File: config.mk
export PLATFORM = sky130hd
export DESIGN_NAME = tx_uart_cfg
export DESIGN_NICKNAME = d
export VERILOG_FILES = /design/src/rtl/uart_pkg.sv /design/src/rtl/uart_sync_fifo.sv /design/src/rtl/tx_uart_cfg.sv
export SDC_FILE = /design/constraint.sdc
export NUM_CORES = 1
export LEC_CHECK = 0
export ABC_CLOCK_PERIOD_IN_PS = 7600
export BUFFER_PORTS_ARGS = -buffer_cell sky130_fd_sc_hd__buf_4
export CAP_MARGIN = 20
export CORE_MARGIN = 8
export CORE_UTILIZATION = 55
export CTS_CLUSTER_SIZE = 14
export DETAILED_ROUTE_END_ITERATION = 8
export PLACE_DENSITY = 0.81
export SYNTH_ARGS = -nofsm -noshare
export SYNTH_HDL_FRONTEND = slang
export SYNTH_SLANG_ARGS = --single-unit
File: constraint.sdc
create_clock -name clk -period 7.6 [get_ports clk]
set_input_delay 2.28 -clock clk [delete_from_list [all_inputs] [get_ports clk]]
set_output_delay 2.28 -clock clk [all_outputs]
set_load 0.05 [all_outputs]
File: src/rtl/uart_pkg.sv
// Shared types and decode helpers for the configurable UART transmitter.
package uart_pkg;

  typedef enum logic [2:0] {
    IDLE,
    START,
    DATA,
    PARITY,
    STOP
  } tx_state_e;

  localparam logic [1:0] PAR_NONE = 2'd0;
  localparam logic [1:0] PAR_EVEN = 2'd1;
  localparam logic [1:0] PAR_ODD  = 2'd2;

  function automatic logic [3:0] nbits_f(input logic [1:0] cfg_bits);
    return 4'd5 + {2'b00, cfg_bits};
  endfunction

  // Keeps only the bits that belong to the selected character width.
  function automatic logic [7:0] data_mask_f(input logic [1:0] cfg_bits);
    case (cfg_bits)
      2'd0:    return 8'h1F;
      2'd1:    return 8'h3F;
      2'd2:    return 8'h7F;
      default: return 8'hFF;
    endcase
  endfunction

endpackage

File: src/rtl/uart_sync_fifo.sv
// Synchronous FIFO with registered full/empty flags and first-word-fall-through read.
module uart_sync_fifo #(
  parameter int DEPTH = 16,
  parameter int WIDTH = 8
) (
  input  logic                       clk,
  input  logic                       rst_n,
  input  logic                       wr_en_i,
  input  logic [WIDTH-1:0]           wr_data_i,
  input  logic                       rd_en_i,
  output logic [WIDTH-1:0]           rd_data_o,
  output logic                       full_o,
  output logic                       empty_o,
  output logic [$clog2(DEPTH):0]     level_o
);

  localparam int AW = $clog2(DEPTH);
  localparam int LW = AW + 1;
  localparam logic [LW-1:0] FULL_LVL = LW'(DEPTH);

  logic [WIDTH-1:0] mem_q [DEPTH];
  logic [AW-1:0]    wr_ptr_q, rd_ptr_q;
  logic [LW-1:0]    level_q, level_d;
  logic             full_q, empty_q;
  logic             push, pop;

  // Both flags come from registers, so a same-cycle pop never frees a slot for a write.
  assign push = wr_en_i && !full_q;
  assign pop  = rd_en_i && !empty_q;

  always_comb begin
    level_d = level_q;
    case ({push, pop})
      2'b10:   level_d = level_q + LW'(1);
      2'b01:   level_d = level_q - LW'(1);
      default: level_d = level_q;
    endcase
  end

  always_ff @(posedge clk) begin
    if (push) begin
      mem_q[wr_ptr_q] <= wr_data_i;
    end
  end

  always_ff @(posedge clk or negedge rst_n) begin
    if (!rst_n) begin
      wr_ptr_q <= '0;
      rd_ptr_q <= '0;
      level_q  <= '0;
      full_q   <= 1'b0;
      empty_q  <= 1'b1;
    end else begin
      if (push) wr_ptr_q <= wr_ptr_q + AW'(1);
      if (pop)  rd_ptr_q <= rd_ptr_q + AW'(1);
      level_q <= level_d;
      full_q  <= (level_d == FULL_LVL);
      empty_q <= (level_d == '0);
    end
  end

  assign rd_data_o = mem_q[rd_ptr_q];
  assign full_o    = full_q;
  assign empty_o   = empty_q;
  assign level_o   = level_q;

endmodule

File: src/rtl/tx_uart_cfg.sv
// UART transmitter with input FIFO and per-frame selectable data width, parity and stop bits.
module tx_uart_cfg
  import uart_pkg::*;
#(
  parameter int FIFO_DEPTH = 16,
  parameter int DIV_W      = 16
) (
  input  logic                          clk,
  input  logic                          rst_n,
  input  logic [DIV_W-1:0]              baud_div,
  input  logic [1:0]                    cfg_bits,
  input  logic [1:0]                    cfg_parity,
  input  logic                          cfg_stop2,
  input  logic                          in_valid,
  input  logic [7:0]                    in_data,
  output logic                          in_ready,
  output logic [$clog2(FIFO_DEPTH):0]   fifo_level,
  output logic                          tx_pin,
  output logic                          tx_busy,
  output logic                          tx_started,
  output logic                          tx_done
);

  tx_state_e        state_q, state_d;
  logic [DIV_W-1:0] cnt_q, cnt_d;
  logic [DIV_W-1:0] div_q, div_d;
  logic [7:0]       shift_q, shift_d;
  logic [2:0]       bit_idx_q, bit_idx_d;
  logic [3:0]       nbits_q, nbits_d;
  logic             par_en_q, par_en_d;
  logic             par_bit_q, par_bit_d;
  logic             stop2_q, stop2_d;
  logic             stop_idx_q, stop_idx_d;

  logic       fifo_pop, fifo_full, fifo_empty;
  logic [7:0] fifo_rd_data, load_data;
  logic       bit_end, load;

  uart_sync_fifo #(
    .DEPTH (FIFO_DEPTH),
    .WIDTH (8)
  ) u_fifo (
    .clk       (clk),
    .rst_n     (rst_n),
    .wr_en_i   (in_valid),
    .wr_data_i (in_data),
    .rd_en_i   (fifo_pop),
    .rd_data_o (fifo_rd_data),
    .full_o    (fifo_full),
    .empty_o   (fifo_empty),
    .level_o   (fifo_level)
  );

  assign in_ready  = !fifo_full;
  assign bit_end   = (cnt_q == '0);
  assign load_data = fifo_rd_data & data_mask_f(cfg_bits);

  always_comb begin
    state_d    = state_q;
    cnt_d      = cnt_q;
    div_d      = div_q;
    shift_d    = shift_q;
    bit_idx_d  = bit_idx_q;
    nbits_d    = nbits_q;
    par_en_d   = par_en_q;
    par_bit_d  = par_bit_q;
    stop2_d    = stop2_q;
    stop_idx_d = stop_idx_q;
    load       = 1'b0;
    fifo_pop   = 1'b0;

    if (state_q != IDLE) begin
      cnt_d = bit_end ? div_q : cnt_q - DIV_W'(1);
    end

    case (state_q)
      IDLE: load = !fifo_empty;
      START: begin
        if (bit_end) begin
          state_d   = DATA;
          bit_idx_d = '0;
        end
      end
      DATA: begin
        if (bit_end) begin
          shift_d = shift_q >> 1;
          if ({1'b0, bit_idx_q} == nbits_q - 4'd1) begin
            state_d    = par_en_q ? PARITY : STOP;
            stop_idx_d = 1'b0;
          end else begin
            bit_idx_d = bit_idx_q + 3'd1;
          end
        end
      end
      PARITY: begin
        if (bit_end) begin
          state_d    = STOP;
          stop_idx_d = 1'b0;
        end
      end
      STOP: begin
        if (bit_end) begin
          if (stop_idx_q == stop2_q) begin
            state_d = IDLE;
            load    = !fifo_empty;
          end else begin
            stop_idx_d = 1'b1;
          end
        end
      end
      default: state_d = IDLE;
    endcase

    // Frame settings are captured only here, so mid-frame input changes wait for the next frame.
    if (load) begin
      fifo_pop  = 1'b1;
      state_d   = START;
      cnt_d     = baud_div;
      div_d     = baud_div;
      shift_d   = load_data;
      nbits_d   = nbits_f(cfg_bits);
      par_en_d  = (cfg_parity == PAR_EVEN) || (cfg_parity == PAR_ODD);
      par_bit_d = (^load_data) ^ (cfg_parity == PAR_ODD);
      stop2_d   = cfg_stop2;
    end
  end

  always_ff @(posedge clk or negedge rst_n) begin
    if (!rst_n) begin
      state_q    <= IDLE;
      cnt_q      <= '0;
      div_q      <= '0;
      shift_q    <= '0;
      bit_idx_q  <= '0;
      nbits_q    <= 4'd8;
      par_en_q   <= 1'b0;
      par_bit_q  <= 1'b0;
      stop2_q    <= 1'b0;
      stop_idx_q <= 1'b0;
    end else begin
      state_q    <= state_d;
      cnt_q      <= cnt_d;
      div_q      <= div_d;
      shift_q    <= shift_d;
      bit_idx_q  <= bit_idx_d;
      nbits_q    <= nbits_d;
      par_en_q   <= par_en_d;
      par_bit_q  <= par_bit_d;
      stop2_q    <= stop2_d;
      stop_idx_q <= stop_idx_d;
    end
  end

  always_comb begin
    tx_pin = 1'b1;
    case (state_q)
      START:   tx_pin = 1'b0;
      DATA:    tx_pin = shift_q[0];
      PARITY:  tx_pin = par_bit_q;
      default: tx_pin = 1'b1;
    endcase
  end

  assign tx_busy    = (state_q != IDLE);
  assign tx_started = (state_q == START) && (cnt_q == div_q);
  assign tx_done    = (state_q == STOP) && bit_end && (stop_idx_q == stop2_q);

endmodule

==> results.py, run 1 <==
metrics = {
    "global_route": {
        "grt_first_pass_wirelength_mm": 31.37,
        "track_usage_pct": 19.96,
        "grt_max_degree": 70,
        "first_global_vias": 5795,
        "grt_overflow": 0,
        "antenna_found_initial": 0,
    },
    "logic_synthesis": {
        "yosysTopAreaCell": "edfxtp_1",
        "syn_nets": 723,
        "yosysMostFrequentCell": "edfxtp_1",
        "synth_flop_cell": "edfxtp_1",
        "synth_top_area_share_pct": 42.44,
        "synth.area.top_cells": "edfxtp_1 (42%), dfrtp_1 (19%), mux4_2 (9.4%)",
        "synth_area_um2": 9057,
        "ys_seq_area_share_pct": 61.53,
        "synthTopCellsByCount": "edfxtp_1 (128), nand2_1 (102), dfrtp_1 (67)",
        "async_flop_share_pct": 35.03,
        "avgSynthCellArea_um2": 13.38,
        "yosys_register_bits": 197,
        "synth_edf_count": 128,
        "syn_inst": 677,
        "synth_cell_types": 64,
        "yosys_warnings": 0,
    },
    "timing": {
        "slew-limit-headroom_pct": 39.91,
        "max_clock_freq_mhz": 185.3,
        "fin_crit_sh_pct": 71.00,
        "setup_tns_ns": 0,
        "hold_violations": 0,
        "fin_crit_ns": 5.396,
        "skew_ns": 0.009707,
        "drv_slew": 0,
        "worstMarginPinSlew_ns": 0.9013,
        "rsz0062_at_grt": "false",
        "setup_viol": 0,
    },
    "setup_path": {
        "path_max_fanout": 23,
        "path_class": "flip-flop to primary output",
        "cp-end-kind": "primary output",
        "crit_arrival_ns": 3.12,
        "critical_path_required_ns": 5.32,
        "worst_setup_path_start_kind": "flip-flop",
    },
    "finish": {
        "num_antenna_cells": 0,
        "fin_cells": 940,
        "syn_to_final_growth_pct": 11.18,
        "layout-drive-gt1-share_pct": 18.33,
        "nets": 753,
    },
    "clock_tree": {
        "numCtsBuffers": 17,
        "post_cts_resized": 0,
        "postCtsSetupBuffers": 0,
        "cts_max_level": 4,
        "clkSlewWorstSetupHoldPaths_ns": 0.08,
        "clock_path_buffers": 2,
        "clock-sinks": 197,
        "cts_tree": "done",
        "root_buffer": "clkbuf_16",
        "insertion_delay_ns": 0.44,
        "hold_buffers": 0,
    },
    "power_and_ir_drop": {
        "power.density_nw_per_um2": 422.2,
        "power.leakage_nw": 3.753,
        "p_total_w": 0.004252,
        "vdd_ir_drop_max_v": 0.0002194,
    },
    "die": {
        "core_um2": 16350,
        "die-area_um2": 20830,
        "rows": 47,
        "initial_core_util_pct": 55.40,
        "die_w_um": 144.3,
        "num_io_pins": 42,
        "die_y_um": 144.3,
    },
    "drt": {
        "drc_errors": 0,
        "num_vias": 5679,
        "drtIter0Drc": 708,
        "avgRoutedWirePerCell_um": 20.85,
        "antenna_left": 0,
        "firstDrtPassIters": 5,
        "drt_wl_total_mm": 19.60,
        "viasPerCell": 6.041,
    },
    "placed_design": {
        "dpl.cell_count": 908,
        "finalWeightedCongestion": 0.8647,
        "port_buffers": 41,
        "place.detailed.hpwl_mm": 12.44,
    },
    "outcome": {
        "status": "completed",
    },
    "min_path": {
        "hold_class": "flip-flop to flip-flop",
    },
    "flow_run": {
        "max_cap_viol_count": 0,
    },
}
final timing paths:
| kind | start | to | slack [ns] | cells past startpoint |
|---|---|---|---|---|
| max in group asynchronous | rst_n | u_fifo.rd_ptr_q[0] | 4.99 | 1 |
| min in group asynchronous | rst_n | div_q[0] | 1.97 | 1 |
| max | cnt_q[0] | tx_done | 2.20 | 7 |
| max reg2reg | cnt_q[0] | u_fifo.full_o | 2.72 | 13 |
| min | nbits_q[3] | nbits_q[3] | 0.48 | 2 |
| min reg2reg | nbits_q[3] | nbits_q[3] | 0.48 | 2 |
critical path: stages (launching register included):
cell     delay (ns)
dfrtp_1        0.45
inv_1          0.08
ha_1           0.22
or4b_4         0.54
nor4_4         0.35
nand2_1        0.55
nor2_1         0.27
buf_4          0.23
cells in the final DEF (no fill, tap or decap), types with 15 or more instances in the layout:
cell type    n
and2_1      17
nor2_1      42
buf_4       44
nand2_1    102
o21ai_0     26
xor2_1      16
xnor2_1     23
a21oi_1     15
dfrtp_1     66
mux4_2      38
edfxtp_1   128
clkbuf_16   17
stage by stage:
stage / hold slack (ns) / util [%] / area, µm² / setup WS [ns]
floorplan: 0.4422 / - / 9057 / 2.744
global placement: 0.4624 / 57.94 / 9472 / 2.753
detailed placement: 0.4763 / 57.94 / 9472 / 2.676
CTS: 0.4883 / 61.60 / 10070 / 2.210
global route: 0.4953 / 61.60 / 10070 / 1.994
finish: 0.4838 / 61.60 / 10070 / 2.204
kinds of logic after synthesis:
logic type | after synthesis | synth area share, %
buf+inv | 49 | 2.804
flops | 197 | 61.53
simple gates | 229 | 12.27
compound gates | 107 | 7.598
mux | 40 | 9.670
fa+ha+maj | 14 | 1.934
xor+xnor | 41 | 4.199
per-layer routing:
metal / global-route usage (%) / vias up / part of all wire, %
met1: 25.17 / 2810 / 41
met3: 3.995 / 44 / 6.0
met2: 33.64 / 256 / 51
met5: 0 / - / 0
met4: 7.174 / 0 / 2.1
li1: - / 2569 / -
report_power, final:
group	internal, W	switching (W)
clock	0.000473	0.000438
sequential	0.00140	0.000258
combinational	0.000735	0.000950
total	0.00261	0.00165
sequential cells by signal, indices dropped and copies added, names as in the netlist, 3 cells and up:
signal,flops
div_q,16
state_q,3
u_fifo.mem_q,128
u_fifo.level_o,5
nbits_q,4
bit_idx_q,3
u_fifo.wr_ptr_q,4
u_fifo.rd_ptr_q,4
shift_q,8
cnt_q,16
final cells by class:
class	instances	area (µm²)
clock buffers	17	425.4
multi-input cells	431	3231
well taps	220	275.3
clock inverters	15	172.7
inverters	16	61.31
flip-flops and latches	197	5574
repair buffers	44	330.3
fillers	1208	6279
Note: power is estimated with default switching activity, not from simulation.
==> run 2: changes to the inputs <==
- ABC_CLOCK_PERIOD_IN_PS: 7600 -> 5020
- clock period: 7.6 -> 5.02 ns (I/O delays scaled with it)
==> run 2 against run 1 <==
Net effect: register-to-register slack lost 1.9 ns; final cell count grew 0.11%; count of clock-buffer cells in the layout is the same; clock power grew 45%; largest cell class unchanged; via count grew 1.6%; sequential power grew 54%; core utilization is essentially flat; critical path depth grew 1; clock skew grew 0.0022 ns.
==> results.py, run 2 (synthesized netlist as in run 1, its figures left out) <==
metrics = {
    "outcome": {
        "status": "completed",
    },
    "die": {
        "num_io_pins": 42,
        "die_w_um": 144.3,
        "initial_core_util_pct": 55.40,
        "core_um2": 16350,
        "rows": 47,
        "die_y_um": 144.3,
        "die-area_um2": 20830,
    },
    "setup_path": {
        "crit_end": "tx_done",
        "path_max_fanout": 23,
        "path_cells": "inv_1 > ha_1 > or4b_4 > nor4_4 > nand2_1 > buf_4 > nor2_1 > buf_4",
        "cp.depth": 8,
        "r2r-start": "cnt_q[1]",
        "slowest_delay_ns": 0.54,
        "r2r_end": "u_fifo.full_o",
        "crit_arrival_ns": 2.79,
        "cp_common_cell": "buf_4",
        "critical_path_required_ns": 3.51,
        "rrSetupSlack_ns": 0.78,
        "crit_slowest_cell": "or4b_4",
        "cpLargestDelayFamily": "simple AND/OR/NAND/NOR gates",
        "worst_setup_path_start_kind": "flip-flop",
        "cp-end-kind": "primary output",
        "critical_path_buf_inv_count": 3,
        "path_class": "flip-flop to primary output",
        "startpoint": "cnt_q[1]",
        "worstRegToRegCells": 13,
    },
    "placed_design": {
        "placed_area_um2": 9487,
        "dp_slack_ns": 0.8711,
        "place.detailed.hpwl_mm": 12.37,
        "finalWeightedCongestion": 0.8968,
        "port_buffers": 41,
    },
    "clock_tree": {
        "numCtsBuffers": 17,
        "postCtsSetupBuffers": 0,
        "root_buffer": "clkbuf_16",
        "clkSlewWorstSetupHoldPaths_ns": 0.08,
        "cts_tree": "done",
        "post_cts_resized": 0,
        "hold_buffers": 0,
        "insertion_delay_ns": 0.43,
        "cts_max_level": 4,
        "clock_path_buffers": 2,
        "clock-sinks": 197,
    },
    "timing": {
        "setup_viol": 0,
        "slew-limit-headroom_pct": 42.74,
        "hold_violations": 0,
        "fin_ws_ns": 0.7223,
        "skew_ns": 0.01187,
        "fin_crit_ns": 4.298,
        "drv_slew": 0,
        "rsz0062_at_grt": "false",
        "worstMarginPinSlew_ns": 0.8588,
        "max_clock_freq_mhz": 232.7,
        "setup_tns_ns": 0,
        "fin_crit_sh_pct": 85.61,
    },
    "power_and_ir_drop": {
        "p_total_w": 0.006382,
        "power.density_nw_per_um2": 634.1,
        "vdd_ir_drop_max_v": 0.0004106,
        "power.leakage_nw": 3.746,
    },
    "global_route": {
        "grt_overflow": 0,
        "track_usage_pct": 19.34,
        "antenna_found_initial": 1,
        "grt_first_pass_wirelength_mm": 30.39,
        "first_global_vias": 5720,
        "grt_max_degree": 70,
    },
    "drt": {
        "num_vias": 5768,
        "wl_met2_mm": 9.641,
        "m1WireLength_mm": 7.816,
        "antenna_left": 0,
        "top_layer": "met5",
        "drc_errors": 0,
        "avgRoutedWirePerCell_um": 20.35,
        "drtIter0Drc": 541,
        "firstDrtPassIters": 5,
        "drt_wl_total_mm": 19.15,
        "met3_length_mm": 1.250,
        "viasPerCell": 6.130,
    },
    "finish": {
        "fillCellCount": 1216,
        "nets": 755,
        "layout_common_cells": "edfxtp_1 (128), nand2_1 (102), dfrtp_1 (66)",
        "fin_util_pct": 61.56,
        "syn_to_final_growth_pct": 11.12,
        "final_cell_area_um2": 10060,
        "largest_reg_flops": 128,
        "layout-drive-gt1-share_pct": 18.45,
        "final_common_cell": "edfxtp_1",
        "num_antenna_cells": 0,
        "top_register": "u_fifo.mem_q",
        "largest_registers": "u_fifo.mem_q x128, cnt_q x16, div_q x16",
    },
    "min_path": {
        "hold_class": "flip-flop to flip-flop",
    },
    "flow_run": {
        "max_cap_viol_count": 0,
    },
}
-- run 2: cell types whose count changed in the layout (fill, tap and decap cells not counted), sizes merged --
cell	delta
bufinv	-1
buf	+2
clkinvlp	+1
clkinv	+1
inv	-2
-- run 2: metal layers --
metal  vias up  track usage (%)
met5         -                0
met4         2            7.284
met3        41            4.919
met2       255            31.69
met1      2899            24.38
li1       2571                -
-- run 2: metrics by stage --
step                instances  hold WS (ns)
floorplan                 677        0.4422
global placement          910        0.4630
detailed placement        910        0.4680
CTS                       941        0.4789
finish                    941        0.4742
global route              941        0.5064
-- run 2: worst min path at each step --
stage	end	startpoint	depth (start not counted)	slack (ns)
floorplan	par_en_q	par_en_q	2	0.44
CTS	nbits_q[3]	nbits_q[3]	2	0.48
finish	nbits_q[3]	nbits_q[3]	2	0.47
detailed placement	nbits_q[3]	nbits_q[3]	2	0.47
global placement	nbits_q[3]	nbits_q[3]	2	0.46
global route	nbits_q[3]	nbits_q[3]	2	0.51
-- run 2: layout make-up --
class                           instances  area [µm²]  share of cell area, %
Tap cell                              220       275.3                  2.735
Clock buffer                           17       425.4                  4.227
Multi-Input combinational cell        431        3231                  32.10
Inverter                               16       61.31                 0.6091
Timing Repair Buffer                   46       345.3                  3.431
Clock inverter                         14       152.6                  1.517
Sequential cell                       197        5574                  55.38
-- run 2: power by group --
part | internal (W) | switching, W | total (W) | leakage (nW)
Sequential | 0.00211 | 0.000448 | 0.00256 | 2.00
Combinational | 0.00112 | 0.00138 | 0.00250 | 1.47
Clock | 0.000665 | 0.000658 | 0.00132 | 0.282
-- run 2: worst reg2reg max path: stages, from the launching register on --
cell       delay (ns)
dfrtp_1          0.43
inv_1            0.11
ha_1             0.23
or4b_4           0.54
nor4_4           0.37
a31oi_2          0.25
or3_4            0.66
clkinv_2         0.11
ha_1             0.31
nor2b_1          0.33
nand2_1          0.11
a2111oi_0        0.33
o2111ai_1        0.22
nor2b_1          0.16
==> run 3: changes to the inputs <==
- CTS_BUF_LIST: default -> sky130_fd_sc_hd__clkbuf_8
==> run 3 against run 2 <==
Net effect: combinational power about the same; via count down 2.1%; critical path depth unchanged; sequential share of layout area up 1.1 points; final area down 1.9%; maximum frequency down 0.15%; global-route usage down 0.61 points; final cell count unchanged; die area unchanged; routed wire length down 4.3%; clock skew up 0.011 ns; critical path type unchanged; critical endpoint unchanged; largest power group unchanged; highest routed layer unchanged.
==> results.py, run 3 (synthesized netlist as in run 1, its figures left out) <==
metrics = {
    "timing": {
        "max_clock_freq_mhz": 232.3,
        "slew-limit-headroom_pct": 42.22,
        "drv_slew": 0,
        "setup_tns_ns": 0,
        "rsz0062_at_grt": "false",
        "worstMarginPinSlew_ns": 0.8667,
        "setup_viol": 0,
        "fin_crit_ns": 4.304,
        "fin_hold_ws_ns": 0.4802,
        "fin_crit_sh_pct": 85.74,
        "fin_ws_ns": 0.7157,
        "skew_ns": 0.02313,
        "hold_violations": 0,
    },
    "min_path": {
        "hp-start": "nbits_q[3]",
        "min_path_cells": 2,
        "hold_class": "flip-flop to flip-flop",
        "min_to": "nbits_q[3]",
    },
    "placed_design": {
        "port_buffers": 41,
        "finalWeightedCongestion": 0.8968,
        "place.detailed.hpwl_mm": 12.37,
        "dp_slack_ns": 0.8711,
    },
    "setup_path": {
        "slowest_delay_ns": 0.53,
        "path_class": "flip-flop to primary output",
        "cp_common_cell": "buf_4",
        "worstRegToRegCells": 13,
        "crit_arrival_ns": 2.80,
        "path_cells": "inv_1 > ha_1 > or4b_4 > nor4_4 > nand2_1 > buf_4 > nor2_1 > buf_4",
        "cp-end-kind": "primary output",
        "cpLargestDelayFamily": "simple AND/OR/NAND/NOR gates",
        "r2r-start": "cnt_q[1]",
        "crit_slowest_cell": "or4b_4",
        "rrSetupSlack_ns": 0.85,
        "r2r_end": "u_fifo.full_o",
        "critical_path_buf_inv_count": 3,
        "critical_path_required_ns": 3.51,
        "worst_setup_path_start_kind": "flip-flop",
        "path_max_fanout": 23,
    },
    "finish": {
        "largest_registers": "u_fifo.mem_q x128, cnt_q x16, div_q x16",
        "layout-drive-gt1-share_pct": 18.45,
        "num_antenna_cells": 0,
        "nets": 755,
        "final_common_cell": "edfxtp_1",
        "top_register": "u_fifo.mem_q",
        "fin_util_pct": 60.39,
        "largest_reg_flops": 128,
        "syn_to_final_growth_pct": 9.007,
        "layout_common_cells": "edfxtp_1 (128), nand2_1 (102), dfrtp_1 (66)",
    },
    "outcome": {
        "status": "completed",
    },
    "clock_tree": {
        "root_buffer": "clkbuf_8",
        "cts_max_level": 4,
        "numCtsBuffers": 17,
        "insertion_delay_ns": 0.47,
        "hold_buffers": 0,
        "clkSlewWorstSetupHoldPaths_ns": 0.11,
        "postCtsSetupBuffers": 0,
        "clock-sinks": 197,
        "post_cts_resized": 0,
        "clock_path_buffers": 2,
        "cts_tree": "done",
    },
    "drt": {
        "avgRoutedWirePerCell_um": 19.48,
        "num_vias": 5647,
        "drtIter0Drc": 681,
        "drt_wl_total_mm": 18.33,
        "antenna_left": 0,
        "firstDrtPassIters": 5,
        "viasPerCell": 6.001,
        "drc_errors": 0,
    },
    "die": {
        "num_io_pins": 42,
        "die_y_um": 144.3,
        "initial_core_util_pct": 55.40,
        "core_um2": 16350,
        "rows": 47,
        "die_w_um": 144.3,
        "die-area_um2": 20830,
    },
    "global_route": {
        "grt_first_pass_wirelength_mm": 29.56,
        "antenna_found_initial": 1,
        "track_usage_pct": 18.73,
        "grt_max_degree": 70,
        "first_global_vias": 5649,
        "grt_overflow": 0,
    },
    "power_and_ir_drop": {
        "power.density_nw_per_um2": 608.2,
        "vdd_ir_drop_max_v": 0.0004121,
        "power.leakage_nw": 3.659,
    },
    "flow_run": {
        "max_cap_viol_count": 0,
    },
}
-- run 3: cell types whose count changed in the layout (fill, tap and decap cells not counted) --
cell,change
clkbuf_8,+17
clkbuf_16,-17
-- run 3: worst max path at each step --
stage | slack [ns] | end | from | depth (start not counted)
after global placement | 1.15 | u_fifo.full_o | in_valid | 11
after CTS | 0.70 | tx_done | cnt_q[1] | 8
after global routing | 0.55 | tx_done | cnt_q[1] | 8
after floorplan | 0.94 | tx_started | cnt_q[5] | 5
final | 0.72 | tx_done | cnt_q[1] | 8
after detailed placement | 0.87 | u_fifo.full_o | in_valid | 11
-- run 3: metrics by stage --
step | total power [W] | std cells | cell area [µm²]
final | 0.006005 | 941 | 9873
after floorplan | 0.004496 | 677 | 9057
after global placement | 0.004904 | 910 | 9487
after detailed placement | 0.005038 | 910 | 9487
after CTS | 0.006020 | 941 | 9873
after global routing | 0.006363 | 941 | 9873
-- run 3: where the power goes --
| part | switching [W] | internal [W] | total, W |
|---|---|---|---|
| sequential | 0.000442 | 0.00211 | 0.00255 |
| clock | 0.000607 | 0.000373 | 0.000980 |
| combinational | 0.00135 | 0.00112 | 0.00247 |
| total | 0.00240 | 0.00360 | 0.00601 |
-- run 3: layout make-up --
cell class                 count  area, µm²
fill                        1226       6475
timing repair buffer          46      345.3
clock buffer                  17      234.0
multi-input combinational    431       3231
inverter                      16      61.31
clock inverter                14      152.6
sequential                   197       5574
tap                          220      275.3
-- run 3: layer usage --
| layer | GRT usage (%) | wire, µm | vias to the layer above |
|---|---|---|---|
| li1 | - | - | 2570 |
| met2 | 30.16 | 9098 | 206 |
| met4 | 7.174 | 388 | 2 |
| met3 | 4.721 | 1165 | 36 |
| met5 | 0 | 13 | - |
| met1 | 24.06 | 7666 | 2833 |
-- run 3: tightest hold or removal path, cell delays in order (launching register included) --
cell and delay [ns]:
dfstp_2 0.39, nand2_1 0.05, nand2_1 0.04
